$ cat config.mk
export PLATFORM = sky130hd
export DESIGN_NAME = demux1to4_deser_flat
export DESIGN_NICKNAME = d
export VERILOG_FILES = /design/src/rtl/demux1to4_deser_pkg.sv /design/src/rtl/demux1to4_deser_if.sv /design/src/rtl/demux1to4_deser_lane.sv /design/src/rtl/demux1to4_deser.sv /design/src/flat_wrapper.sv
export SDC_FILE = /design/constraint.sdc
export NUM_CORES = 1
export LEC_CHECK = 0
export BUFFER_PORTS_ARGS = -buffer_cell sky130_fd_sc_hd__clkbuf_2
export CORE_MARGIN = 2
export CORE_UTILIZATION = 43
export CTS_BUF_LIST = sky130_fd_sc_hd__clkbuf_16
export DETAILED_ROUTE_END_ITERATION = 12
export PLACE_DENSITY_LB_ADDON = 0.05
export RECOVER_POWER = 50
export SYNTH_ARGS = -nofsm -noshare
export SYNTH_HDL_FRONTEND = slang
export SYNTH_SLANG_ARGS = --single-unit
$ cat constraint.sdc
create_clock -name clk -period 4.72 [get_ports clk]
set_input_delay 0.236 -clock clk [delete_from_list [all_inputs] [get_ports clk]]
set_output_delay 0.236 -clock clk [all_outputs]
set_load 0.1 [all_outputs]
$ cat src/rtl/demux1to4_deser_pkg.sv
// Shared lane constants, types and helpers for the 1-to-4 demultiplexing deserialiser.
package demux_pkg;
    localparam int NUM_LANES = 4;
    localparam int SEL_W     = 2;
    localparam int WIDTH_MIN = 2;
    localparam int WIDTH_MAX = 32;

    typedef logic [SEL_W-1:0] lane_idx_t;

    typedef enum logic {
        LANE_EMPTY = 1'b0,
        LANE_FULL  = 1'b1
    } lane_state_t;

    function automatic logic [NUM_LANES-1:0] lane_onehot(input lane_idx_t idx);
        logic [NUM_LANES-1:0] one;
        one = NUM_LANES'(1);
        return one << idx;
    endfunction
endpackage

$ cat src/rtl/demux1to4_deser_if.sv
// Serial input and per-lane word output bundle of the deserialiser.
interface demux1to4_deser_if #(parameter int WIDTH = 8);
    import demux_pkg::*;

    logic                       in_valid;
    logic                       in_bit;
    lane_idx_t                  sel;
    logic                       in_ready;
    logic                       flush;
    logic [NUM_LANES*WIDTH-1:0] out_data;
    logic [NUM_LANES-1:0]       out_valid;
    logic [NUM_LANES-1:0]       out_ready;

    modport master (
        output in_valid, in_bit, sel, flush, out_ready,
        input  in_ready, out_data, out_valid
    );

    modport slave (
        input  in_valid, in_bit, sel, flush, out_ready,
        output in_ready, out_data, out_valid
    );
endinterface

$ cat src/rtl/demux1to4_deser_lane.sv
// One deserialiser lane: LSB-first shift register, bit counter, held output word.
//   state      | meaning
//   LANE_EMPTY | no word held, out_valid low
//   LANE_FULL  | completed word held in output reg until consumer takes it
module demux_lane
    import demux_pkg::*;
#(
    parameter int WIDTH = 8
) (
    input  logic             clk,
    input  logic             rst,
    input  logic             flush,
    input  logic             bit_en,
    input  logic             in_bit,
    input  logic             out_ready,
    output logic [WIDTH-1:0] word,
    output logic             valid,
    output logic             stall
);
    localparam int CNT_W = $clog2(WIDTH);
    localparam logic [CNT_W-1:0] LAST = CNT_W'(WIDTH - 1);

    logic [CNT_W-1:0] cnt;
    logic [WIDTH-1:0] shreg;
    lane_state_t      state;
    lane_state_t      state_nxt;
    logic             last;
    logic             complete;

    assign last     = (cnt == LAST);
    assign complete = bit_en & last;
    assign valid    = (state == LANE_FULL);
    // A completing bit may only enter when the held word leaves this same cycle.
    assign stall    = last & valid & ~out_ready;

    always_ff @(posedge clk) begin
        if (rst) begin
            cnt   <= '0;
            shreg <= '0;
        end else if (flush) begin
            cnt   <= '0;
            shreg <= '0;
        end else if (bit_en) begin
            shreg[cnt] <= in_bit;
            cnt        <= last ? '0 : cnt + CNT_W'(1);
        end
    end

    always_ff @(posedge clk) begin
        if (rst) begin
            word <= '0;
        end else if (complete) begin
            word <= {in_bit, shreg[WIDTH-2:0]};
        end
    end

    always_ff @(posedge clk) begin
        if (rst) begin
            state <= LANE_EMPTY;
        end else begin
            state <= state_nxt;
        end
    end

    always_comb begin
        state_nxt = state;
        case (state)
            LANE_EMPTY: if (complete) state_nxt = LANE_FULL;
            LANE_FULL: begin
                if (complete) begin
                    state_nxt = LANE_FULL;
                end else if (out_ready) begin
                    state_nxt = LANE_EMPTY;
                end
            end
            default: state_nxt = LANE_EMPTY;
        endcase
    end
endmodule

$ cat src/rtl/demux1to4_deser.sv
// 1-to-4 deserialiser: steers each accepted serial bit into the lane chosen by sel.
module demux1to4_deser
    import demux_pkg::*;
#(
    parameter int WIDTH = 8
) (
    input logic              clk,
    input logic              rst,
    demux1to4_deser_if.slave bus
);
    if (WIDTH < WIDTH_MIN || WIDTH > WIDTH_MAX) begin : g_bad_width
        $error("demux1to4_deser: WIDTH out of range");
    end

    logic [NUM_LANES-1:0] stall;
    logic [NUM_LANES-1:0] bit_en;
    logic                 in_ready;
    logic                 accept;

    // Only the addressed lane can stall the input; flush swallows the bit.
    assign in_ready     = ~stall[bus.sel];
    assign bus.in_ready = in_ready;
    assign accept       = bus.in_valid & in_ready & ~bus.flush;
    assign bit_en       = accept ? lane_onehot(bus.sel) : '0;

    for (genvar k = 0; k < NUM_LANES; k++) begin : g_lane
        demux_lane #(.WIDTH(WIDTH)) u_lane (
            .clk       (clk),
            .rst       (rst),
            .flush     (bus.flush),
            .bit_en    (bit_en[k]),
            .in_bit    (bus.in_bit),
            .out_ready (bus.out_ready[k]),
            .word      (bus.out_data[k*WIDTH +: WIDTH]),
            .valid     (bus.out_valid[k]),
            .stall     (stall[k])
        );
    end
endmodule

$ cat src/flat_wrapper.sv
// flat-port wrapper written by rule: the top's interface ports become plain ports
module demux1to4_deser_flat import demux_pkg::*;
#(
    parameter int WIDTH = 8
)
  (clk, rst, bus_in_valid, bus_in_bit, bus_sel, bus_flush, bus_out_ready, bus_in_ready, bus_out_data, bus_out_valid);
  demux1to4_deser_if #(.WIDTH(WIDTH)) bus_i ();
  input logic clk;
  input logic rst;
  input wire logic [$bits(bus_i.in_valid)-1:0] bus_in_valid;
  input wire logic [$bits(bus_i.in_bit)-1:0] bus_in_bit;
  input wire logic [$bits(bus_i.sel)-1:0] bus_sel;
  input wire logic [$bits(bus_i.flush)-1:0] bus_flush;
  input wire logic [$bits(bus_i.out_ready)-1:0] bus_out_ready;
  output wire logic [$bits(bus_i.in_ready)-1:0] bus_in_ready;
  output wire logic [$bits(bus_i.out_data)-1:0] bus_out_data;
  output wire logic [$bits(bus_i.out_valid)-1:0] bus_out_valid;
  assign bus_i.in_valid = bus_in_valid;
  assign bus_i.in_bit = bus_in_bit;
  assign bus_i.sel = bus_sel;
  assign bus_i.flush = bus_flush;
  assign bus_i.out_ready = bus_out_ready;
  assign bus_in_ready = bus_i.in_ready;
  assign bus_out_data = bus_i.out_data;
  assign bus_out_valid = bus_i.out_valid;
  demux1to4_deser #(.WIDTH(WIDTH)) u_core (.clk(clk), .rst(rst), .bus(bus_i));
endmodule
Yosys cells after proc, flatten, opt, wreduce, memory -nomap -nowiden
Index checks and enable logic that the tools add are counted.
{ "word_totals": {"register_bits": 80, "input_bits": 11, "out_inout_bits": 37} }
{ "classes": {"n_addsub": 4, "reduce_logical": 5, "bitwise_logic": 24, "muxes": 35, "eq_ne": 4, "order_cmp": 9, "shift": 1} }
{ "ops": {"columns": ["operator", "count"], "rows": [
  ["bitwise mux 8 bit", 4],
  ["2-to-1 mux 1 bit", 17],
  ["< comparator 3 x 4 -> 1 bit (second input constant)", 4],
  ["AND 1 bit", 14],
  ["adder 3 x 1 -> 3 bit (second input constant)", 4],
  ["demux 1 bit (select 3 bit)", 4],
  ["equality test 3 bit (second input constant)", 4],
  ["greater-or-equal comparator 3 x 1 -> 1 bit (second input constant)", 4],
  ["2-to-1 mux 3 bit", 4],
  ["inverter 1 bit", 10],
  ["case mux 1 bit (2 select lines)", 4],
  ["logical AND 1 bit", 4],
  ["2-to-1 mux 4 bit", 1],
  ["<< shifter 1 x 2 -> 4 bit (first input constant)", 1],
  ["< comparator 2 x 3 -> 1 bit (second input constant)", 1],
  ["binary-select mux 1 bit (select 2 bit)", 1],
  ["OR reduction 2 bit", 1]
]} }

Depth between registers and ports, before layout
Gate-level depths: netlist of run 1.
{ "depth": {"ltp_word": 12, "depth_mapped": 8} }

Cells and area by module
A second synthesis of run 1 with hierarchy kept.
{ "hier_totals": {"cells_unflattened": 360, "area_unflattened_um2": 3646.0} }
{ "by_module_without_submodules": {"columns": ["module", "n_inst", "cells_per_inst", "area_each_um2", "seq_area_each_um2"], "rows": [
  ["demux_lane", 4, 88, 893.4, 380.4],
  ["demux1to4_deser", 1, 8, 72.6, 0.0]
]} }

Least setup slack after synthesis of run 1
Ideal clock, no wire load.
{ "synth_path": {"path_kind": "register -> output", "start": "register u_core.g_lane[3].u_lane.cnt[1]", "end": "output bus_in_ready", "path_buffers": 2, "path_stages_with_launch": 8, "arrival_ps": 3727, "slack_ps": 757, "required_ps": 4484, "cell_sequence": "dfxtp_1 -> ha_1 -> ha_1 -> and4b_1 -> o21a_1 -> buf_2 -> buf_2 -> a211oi_1"} }
{ "synth_between": {"elab_chain_cells": 6} }
{ "synth_lines": {"columns": ["item", "line", "rtl"], "rows": [
  ["start, declared", "demux1to4_deser_lane.sv:23", "logic [CNT_W-1:0] cnt;"],
  ["start signal, assigned", "demux1to4_deser_lane.sv:45", "cnt <= last ? '0 : cnt + CNT_W'(1);"],
  ["equality test 3 bit", "demux1to4_deser_lane.sv:30", "assign last = (cnt == LAST);"],
  ["AND 1 bit (2 in a row)", "demux1to4_deser_lane.sv:34", "assign stall = last & valid & ~out_ready;"],
  ["binary-select mux 1 bit (select 2 bit)", "demux1to4_deser.sv:21", "assign in_ready = ~stall[bus.sel];"],
  ["2-to-1 mux 1 bit (implied by the code)", "demux1to4_deser.sv:21", null],
  ["inverter 1 bit", "demux1to4_deser.sv:21", null],
  ["end, declared", "flat_wrapper.sv:15", "output wire logic [$bits(bus_i.in_ready)-1:0] bus_in_ready;"]
]} }
Every way passes these cells. The select of a mux whose other input is x is not followed.

Worst setup path after layout of run 1
{ "layout_path": {"start": "register u_core.g_lane[3].u_lane.cnt[0]", "end": "register u_core.g_lane[0].u_lane.shreg[5]"} }
{ "layout_between": {"elab_chain_cells": 9} }
{ "layout_lines": {"columns": ["item", "line", "rtl"], "rows": [
  ["equality test 3 bit", "demux1to4_deser_lane.sv:30", null],
  ["AND 1 bit (2 in a row)", "demux1to4_deser_lane.sv:34", null],
  ["binary-select mux 1 bit (select 2 bit)", "demux1to4_deser.sv:21", null],
  ["2-to-1 mux 1 bit (implied by the code)", "demux1to4_deser.sv:21", null],
  ["inverter 1 bit", "demux1to4_deser.sv:21", null],
  ["AND 1 bit (2 in a row)", "demux1to4_deser.sv:23", "assign accept = bus.in_valid & in_ready & ~bus.flush;"],
  ["2-to-1 mux 4 bit", "demux1to4_deser.sv:24", "assign bit_en = accept ? lane_onehot(bus.sel) : '0;"],
  ["end signal, assigned by index", "demux1to4_deser_lane.sv:44", "shreg[cnt] <= in_bit;"],
  ["end, declared", "demux1to4_deser_lane.sv:24", "logic [WIDTH-1:0] shreg;"]
]} }
Every way passes these cells. The select of a mux whose other input is x is not followed.
A chain may end at the register's enable or synchronous reset.

==> key figures, run 1 <==
Setup path
  • Critical Path RT: 4900 ps
  • Crit path DAT: around 3800 ps
  • Crit start category: flop
  • Buf+Inv Stages, Crit Path: 1
  • CP Max Fanout: 22
  • WS Path Type: reg -> reg
  • CP max-delay cell: o21ai_0
  • Most frequent cell on the critical path: ha_1
  • CP top delay family: compound AO/OA/AOI/OAI gates
  • CP endpoint kind: flop
  • CP peak stage delay: 1140 ps
  • Crit-path cells: ha_1 > ha_1 > and4b_1 > o21ai_0 > clkbuf_1 > nand3_1 > mux2i_1

Timing
  • Setup TNS: 0 ps
  • Worst-Margin Slew: 1500 ps
  • RSZ-0062 raised after global routing: no
  • Tmin final: ~3600 ps
  • Crit share post-route: 77.1%
  • Final setup vio count: 0
  • Final Hold Vio Count: 0
  • FMAX: 0.275 GHz
  • Max-slew headroom: -1.36%
  • Final Skew: 7.75 ps
  • Max Slew Vio Count: 15

Synthesis
  • Area fraction in compound gates after synthesis: a little over a tenth
  • Number of synthesized register bits: 76
  • Seq/Total Area, Yosys: about two fifths
  • Synthesized area: 3700 µm²
  • Asr flop ratio synth: 0%
  • Yosys warns: 0
  • Synth top area share: 41.2%
  • Cells after synthesis: 407
  • Ys flop type: dfxtp_1
  • Number of distinct library cells after synthesis: 43
  • XOR/XNOR Fraction of Synth Area: 0%
  • Mux contribution to synthesized area: between 10% and 20%
  • Synth Area in Adders: under 10%
  • Simple-Gate Fraction of Synth Area: 27.6%
  • Synth area leader: dfxtp_1
  • Top cells by area, synth: dfxtp_1, mux2i_1, nand2_1
  • Synth Net Count: 426
  • Synthesized area per cell: 9.08 µm²
  • Main combinational cell family by area after synthesis: simple AND/OR/NAND/NOR gates
  • Post-synth EDFFs: 0

CTS
  • CTS tree: yes
  • PostCTS Resize Cnt: 0
  • Clk_lat worst skew: between 300 and 400 ps
  • CTS Buf Count: 9
  • Longest Clk Path Bufs: 2
  • H-tree depth: 3
  • Hold Buf Count CTS: 0
  • Setup bufs post-CTS: 0
  • CTS clk-pin slew, worst paths: 60 ps
  • Clock sinks: 76
  • Root buf cell: clkbuf_16

Global routing
  • Largest net degree at the start of global routing: 47
  • First-pass GRT wire length: 14.8 mm
  • Initial antenna violation count: 0
  • GR Util All Layers: ~19%
  • Overflow after GRT: 0
  • Vias in the first global route: roughly 3,000

Die
  • Row cnt: 33
  • Core Area: 8260 µm²
  • DIE AREA: 9360 µm²
  • Starting Density: 44.8%
  • Die Span X: 96.7 µm
  • I/O Pins: 48
  • Die Y-Extent: 96.7 µm

Place
  • Dpl cell area: between 3000 and 4000 µm²
  • Count of input and output buffers: 47
  • Final GP Congestion: 0.785
  • Placed Instances: 525
  • DPL Wire Length: 5.70 mm

Routing
  • Vias per cell: 5.65
  • Drt drc: 0
  • Final ANT Viol Nets: 0
  • WL/cell: 16.1 µm
  • Via count: 3,054
  • Final wirelength: 8.69 mm
  • First DRT Iteration DRCs: 134
  • First drt pass iteration count: 5

Layout
  • Layout Cells excl Fill: ~540
  • Number of diodes: 0
  • Area growth syn-to-layout: 13.0%
  • Nets@finish: 450
  • Design Area, Final: 4180 µm²
  • Layout cells sized above 1: 8.72%

Pwr
  • Clock power frac: 49.5%
  • Gate power share: 3.5%
  • Int Pwr: 1.06 mW
  • Sequential share of power: between 40 and 50%
  • P_sw: 305 µW
  • Lkg Pwr: 1.50 nW
  • Sw frac: 22.3%
  • IR Drop Worst-Case VDD: 0.000231 V
  • PwrDens: 328 nW/µm²

Worst hold path
  • Worst min path class: in -> reg

Status
  • Status: finished with violations
  • Failing checks: max-capacitance violations, max-slew violations

Job
  • Max Cap Viol: 1
==> cell usage after synthesis (2+ instances only) <==
library cell and n:
nand4b_1 4, and4bb_2 2, nand3b_1 5, buf_2 6
nor2_1 7, buf_4 5, dfxtp_1 76, o21ai_0 3
and4_1 3, nand4_1 29, nand3_1 22, nor3_1 3
buf_1 2, nor3b_1 4, nor4_2 2, or3_1 2
clkbuf_1 26, mux2i_1 47, nor4_1 3, nand2_1 49
inv_1 2, nor2b_1 4, a21oi_1 25, o31ai_1 15
a2111oi_0 8, or4_1 3, nand2b_1 25, ha_1 8
and3b_1 2, or4b_1 2
==> layout by cell type, fill, tap and decap left out, types with 11 or more instances in the layout <==
cell,count
a21oi_1,25
clkbuf_2,11
clkbuf_1,37
mux2i_1,47
nand2b_1,25
nand4_1,29
nand2_1,49
nand3_1,22
dfxtp_1,76
o31ai_1,15
==> power by group through the flow <==
stage	clock network [mW]	registers [mW]	logic (mW)
6_report	0.678	0.643	0.0481
5_1_grt	0.721	0.643	0.0527
4_1_cts	0.696	0.643	0.0488
3_5_place_dp	0	0.658	0.0485
3_3_place_gp	0	0.657	0.0484
2_1_floorplan	0	0.657	0.0344
==> cell type report <==
cell class	instances	area (µm²)
clock buffers	9	225
clock inverters	7	68.8
fillers	824	4080
inverters	2	7.51
multi-input cells	290	2000
flip-flops and latches	76	1520
well taps	105	131
repair buffers	52	224
==> flip-flops by register name, indices dropped and copies added, names as in the netlist <==
register,cells
u_core.g_lane.u_lane.valid,4
u_core.g_lane.u_lane.shreg,28
u_core.g_lane.u_lane.cnt,12
u_core.g_lane.u_lane.word,32
==> worst min-delay path: stages <==
cell and delay (ps):
clkbuf_2 110, nand2b_1 100, a21oi_1 50
==> metrics by stage <==
stage	util, %	worst slack, ps	hold WS (ps)	power (mW)
3_3_place_gp	47.7	1990	448	0.706
3_5_place_dp	47.7	1950	449	0.706
5_1_grt	50.6	741	218	1.42
4_1_cts	51.3	1560	205	1.39
6_report	50.6	1080	214	1.37
2_1_floorplan	-	757	414	0.692
==> logic make-up after synthesis <==
family | Yosys count
fa+ha+maj | 8
buf+inv | 41
mux | 47
flops | 76
compound gates | 58
simple gates | 177
==> metal layers <==
metal | vias up | routed length (µm) | GRT usage [%]
met2 | 81 | 3840 | 29.3
met1 | 1423 | 4350 | 26.7
met5 | - | 0 | 0
li1 | 1544 | - | -
met4 | 0 | 80 | 6.18
met3 | 6 | 422 | 4.99
==> worst paths after layout <==
path         depth (start not counted)                                            end  slack (ps)                                          from
max                                  7  u_core.g_lane[0].u_lane.shreg[5]$_SDFFE_PP0P_        1080   u_core.g_lane[3].u_lane.cnt[0]$_SDFFE_PP0P_
max reg2reg                          7  u_core.g_lane[0].u_lane.shreg[5]$_SDFFE_PP0P_        1080   u_core.g_lane[3].u_lane.cnt[0]$_SDFFE_PP0P_
min                                  3       u_core.g_lane[2].u_lane.valid$_SDFF_PP0_         210                              bus_out_ready[2]
min reg2reg                          2   u_core.g_lane[1].u_lane.word[6]$_SDFFE_PP0P_         460  u_core.g_lane[1].u_lane.word[6]$_SDFFE_PP0P_
Power figures use the tool's default switching activity.
==> run 2: changes to the inputs <==
==> constraint.sdc (replaced) <==
create_clock -name clk -period 3 [get_ports clk]
set_input_delay 0.15 -clock clk [delete_from_list [all_inputs] [get_ports clk]]
set_output_delay 0.15 -clock clk [all_outputs]
set_load 0.1 [all_outputs]
==> key figures, run 2 (synthesis gave the netlist of run 1 again) <==
Status
  • Status: complete, no violations

Global routing
  • Largest net degree at the start of global routing: 34 (-28%)
  • First-pass GRT wire length: 15.4 mm (+4.2%)
  • Overflow after GRT: 0 (unchanged)
  • GR Util All Layers: 20.1% (+0.82 points)
  • Vias in the first global route: 3,070 (+4.4%)
  • Initial antenna violation count: 0 (unchanged)

Setup path
  • CP startpoint: u_core.g_lane[2].u_lane.cnt[1]$_SDFFE_PP0P_
  • CP max-delay cell: dfxtp_1
  • Critical Path RT: 2850 ps (-2050 ps)
  • R2R Setup Slk: 310 ps (-770 ps)
  • R2r endpoint: u_core.g_lane[1].u_lane.shreg[2]$_SDFFE_PP0P_
  • Most frequent cell on the critical path: ha_1
  • CP peak stage delay: 470 ps (-670 ps)
  • Crit path DAT: 2540 ps (-1280 ps)
  • CP endpoint kind: output port
  • Crit start category: flop
  • Reg2reg path depth: 6 (-1)
  • Critical Path Sink: bus_in_ready
  • CP Max Fanout: 9 (-59%)
  • Crit-path cells: ha_1 > ha_1 > nor4bb_1 > o21a_1 > a211oi_2 > clkbuf_2
  • R2r startpoint: u_core.g_lane[1].u_lane.cnt[0]$_SDFFE_PP0P_
  • WS Path Type: reg -> out

Layout
  • Flip-flop count of the largest register after layout: 32 (unchanged)
  • Layout cells sized above 1: 11.0% (+2.3 points)
  • Nets@finish: 460 (+2.2%)
  • Area growth syn-to-layout: 14.3%
  • Number of diodes: 0 (unchanged)
  • Biggest register: u_core.g_lane.u_lane.word
  • Top flop regs: u_core.g_lane.u_lane.word: 32 flops, u_core.g_lane.u_lane.shreg: 28 flops, u_core.g_lane.u_lane.cnt: 12 flops
  • Commonest non-fill, non-tap cells in the layout: dfxtp_1, nand2_1, mux2i_1, clkbuf_1, nand4_1
  • Commonest non-fill, non-tap cell in the layout: dfxtp_1
  • Final Util: 51.2% (+0.62 points)

CTS
  • Hold Buf Count CTS: 0 (unchanged)
  • CTS Buf Count: 9 (unchanged)
  • Clk_lat worst skew: 330 ps (about the same)
  • CTS tree: yes
  • CTS clk-pin slew, worst paths: 60 ps (about the same)
  • Root buf cell: clkbuf_16
  • Longest Clk Path Bufs: 2 (unchanged)
  • PostCTS Resize Cnt: 0 (unchanged)
  • Clock sinks: 76 (unchanged)
  • Setup bufs post-CTS: 0 (unchanged)
  • H-tree depth: 3 (unchanged)

Timing
  • Worst-Margin Slew: 1390 ps (-112 ps)
  • Max-slew headroom: 4.74% (+6.1 points)
  • Worst setup margin: 310 ps (-770 ps)
  • Max Slew Vio Count: 0 (-15)
  • RSZ-0062 raised after global routing: no
  • Setup TNS: 0 ps (unchanged)
  • Crit share post-route: 89.7%
  • Final Hold Vio Count: 0 (unchanged)
  • Final Skew: 4.58 ps (-3.16 ps)
  • FMAX: 0.372 GHz
  • Final setup vio count: 0 (unchanged)
  • Tmin final: about 2700 ps

Routing
  • Final ANT Viol Nets: 0 (unchanged)
  • Vias per cell: 5.62 (-0.49%)
  • Final wirelength: 8.86 mm (+1.9%)
  • Drt drc: 0 (unchanged)
  • First drt pass iteration count: 5 (unchanged)
  • WL/cell: 16.1 µm (+0.45%)
  • First DRT Iteration DRCs: 149 (+11%)
  • Via count: 3,084 (+0.98%)

Pwr
  • PwrDens: 503 nW/µm² (+53%)
  • IR Drop Worst-Case VDD: 0.000260 V (+13%)
  • Lkg Pwr: 1.55 nW (+2.7%)

Place
  • DPL Wire Length: 6.00 mm (+5.4%)
  • Final GP Congestion: 0.846 (+7.8%)
  • Pre-CTS WS: 565 ps (-1380 ps)
  • Count of input and output buffers: 47 (unchanged)

Die
  • Row cnt: 33 (unchanged)
  • Die Span X: 96.7 µm (unchanged)
  • Core Area: 8260 µm² (unchanged)
  • DIE AREA: 9360 µm² (unchanged)
  • I/O Pins: 48 (unchanged)
  • Starting Density: 44.8% (unchanged)
  • Die Y-Extent: 96.7 µm (unchanged)

Worst hold path
  • Worst min path class: in -> reg

Job
  • Max Cap Viol: 0 (-1)
run 2: worst min-delay path by stage:
stage	from	endpoint	slack [ps]	depth (start not counted)
global placement	u_core.g_lane[1].u_lane.word[4]$_SDFFE_PP0P_	u_core.g_lane[1].u_lane.word[4]$_SDFFE_PP0P_	450	2
CTS	bus_out_ready[3]	u_core.g_lane[3].u_lane.valid$_SDFF_PP0_	120	3
global route	bus_out_ready[3]	u_core.g_lane[3].u_lane.valid$_SDFF_PP0_	150	3
detailed placement	u_core.g_lane[1].u_lane.word[2]$_SDFFE_PP0P_	u_core.g_lane[1].u_lane.word[2]$_SDFFE_PP0P_	450	2
floorplan	bus_out_ready[2]	u_core.g_lane[2].u_lane.valid$_SDFF_PP0_	330	2
finish	bus_out_ready[3]	u_core.g_lane[3].u_lane.valid$_SDFF_PP0_	130	3
run 2: area by class of cell:
cell class / instances / area, µm²
inverter: 2 / 7.51
timing repair buffer: 62 / 299
clock inverter: 5 / 55.1
fill: 834 / 4030
multi-input combinational: 290 / 1990
sequential: 76 / 1520
clock buffer: 9 / 225
tap: 105 / 131
run 2: critical path, delay by kind of cell, from the launching register on:
family,cells,cell delay [ps]
adders and majority gates,2,430
DFF,1,470
AOI/OAI and AO/OA,2,530
buffers and inverters,1,390
and+or+nand+nor,1,390
run 2: power by group:
group          total [mW]  switching [mW]  leakage (nW)  internal, mW
logic              0.0787          0.0531         0.800        0.0255
clock network        1.03           0.404         0.133         0.631
registers            1.01         0.00183         0.612          1.01
run 2: routing by layer:
| metal | wire [µm] | vias up | GRT usage [%] |
|---|---|---|---|
| met5 | 0 | - | 0 |
| met4 | 206 | 0 | 8.67 |
| met3 | 364 | 15 | 3.11 |
| met2 | 3850 | 61 | 30.8 |
| met1 | 4440 | 1445 | 28.0 |
| li1 | - | 1563 | - |
run 2: metrics by stage:
stage | cells | hold WS [ps] | cell area [µm²] | power (mW)
floorplan | 407 | 328 | 3700 | 1.09
global placement | 535 | 447 | 4020 | 1.12
detailed placement | 535 | 450 | 4020 | 1.12
CTS | 549 | 118 | 4300 | 2.15
global route | 549 | 146 | 4230 | 2.20
finish | 549 | 128 | 4230 | 2.13
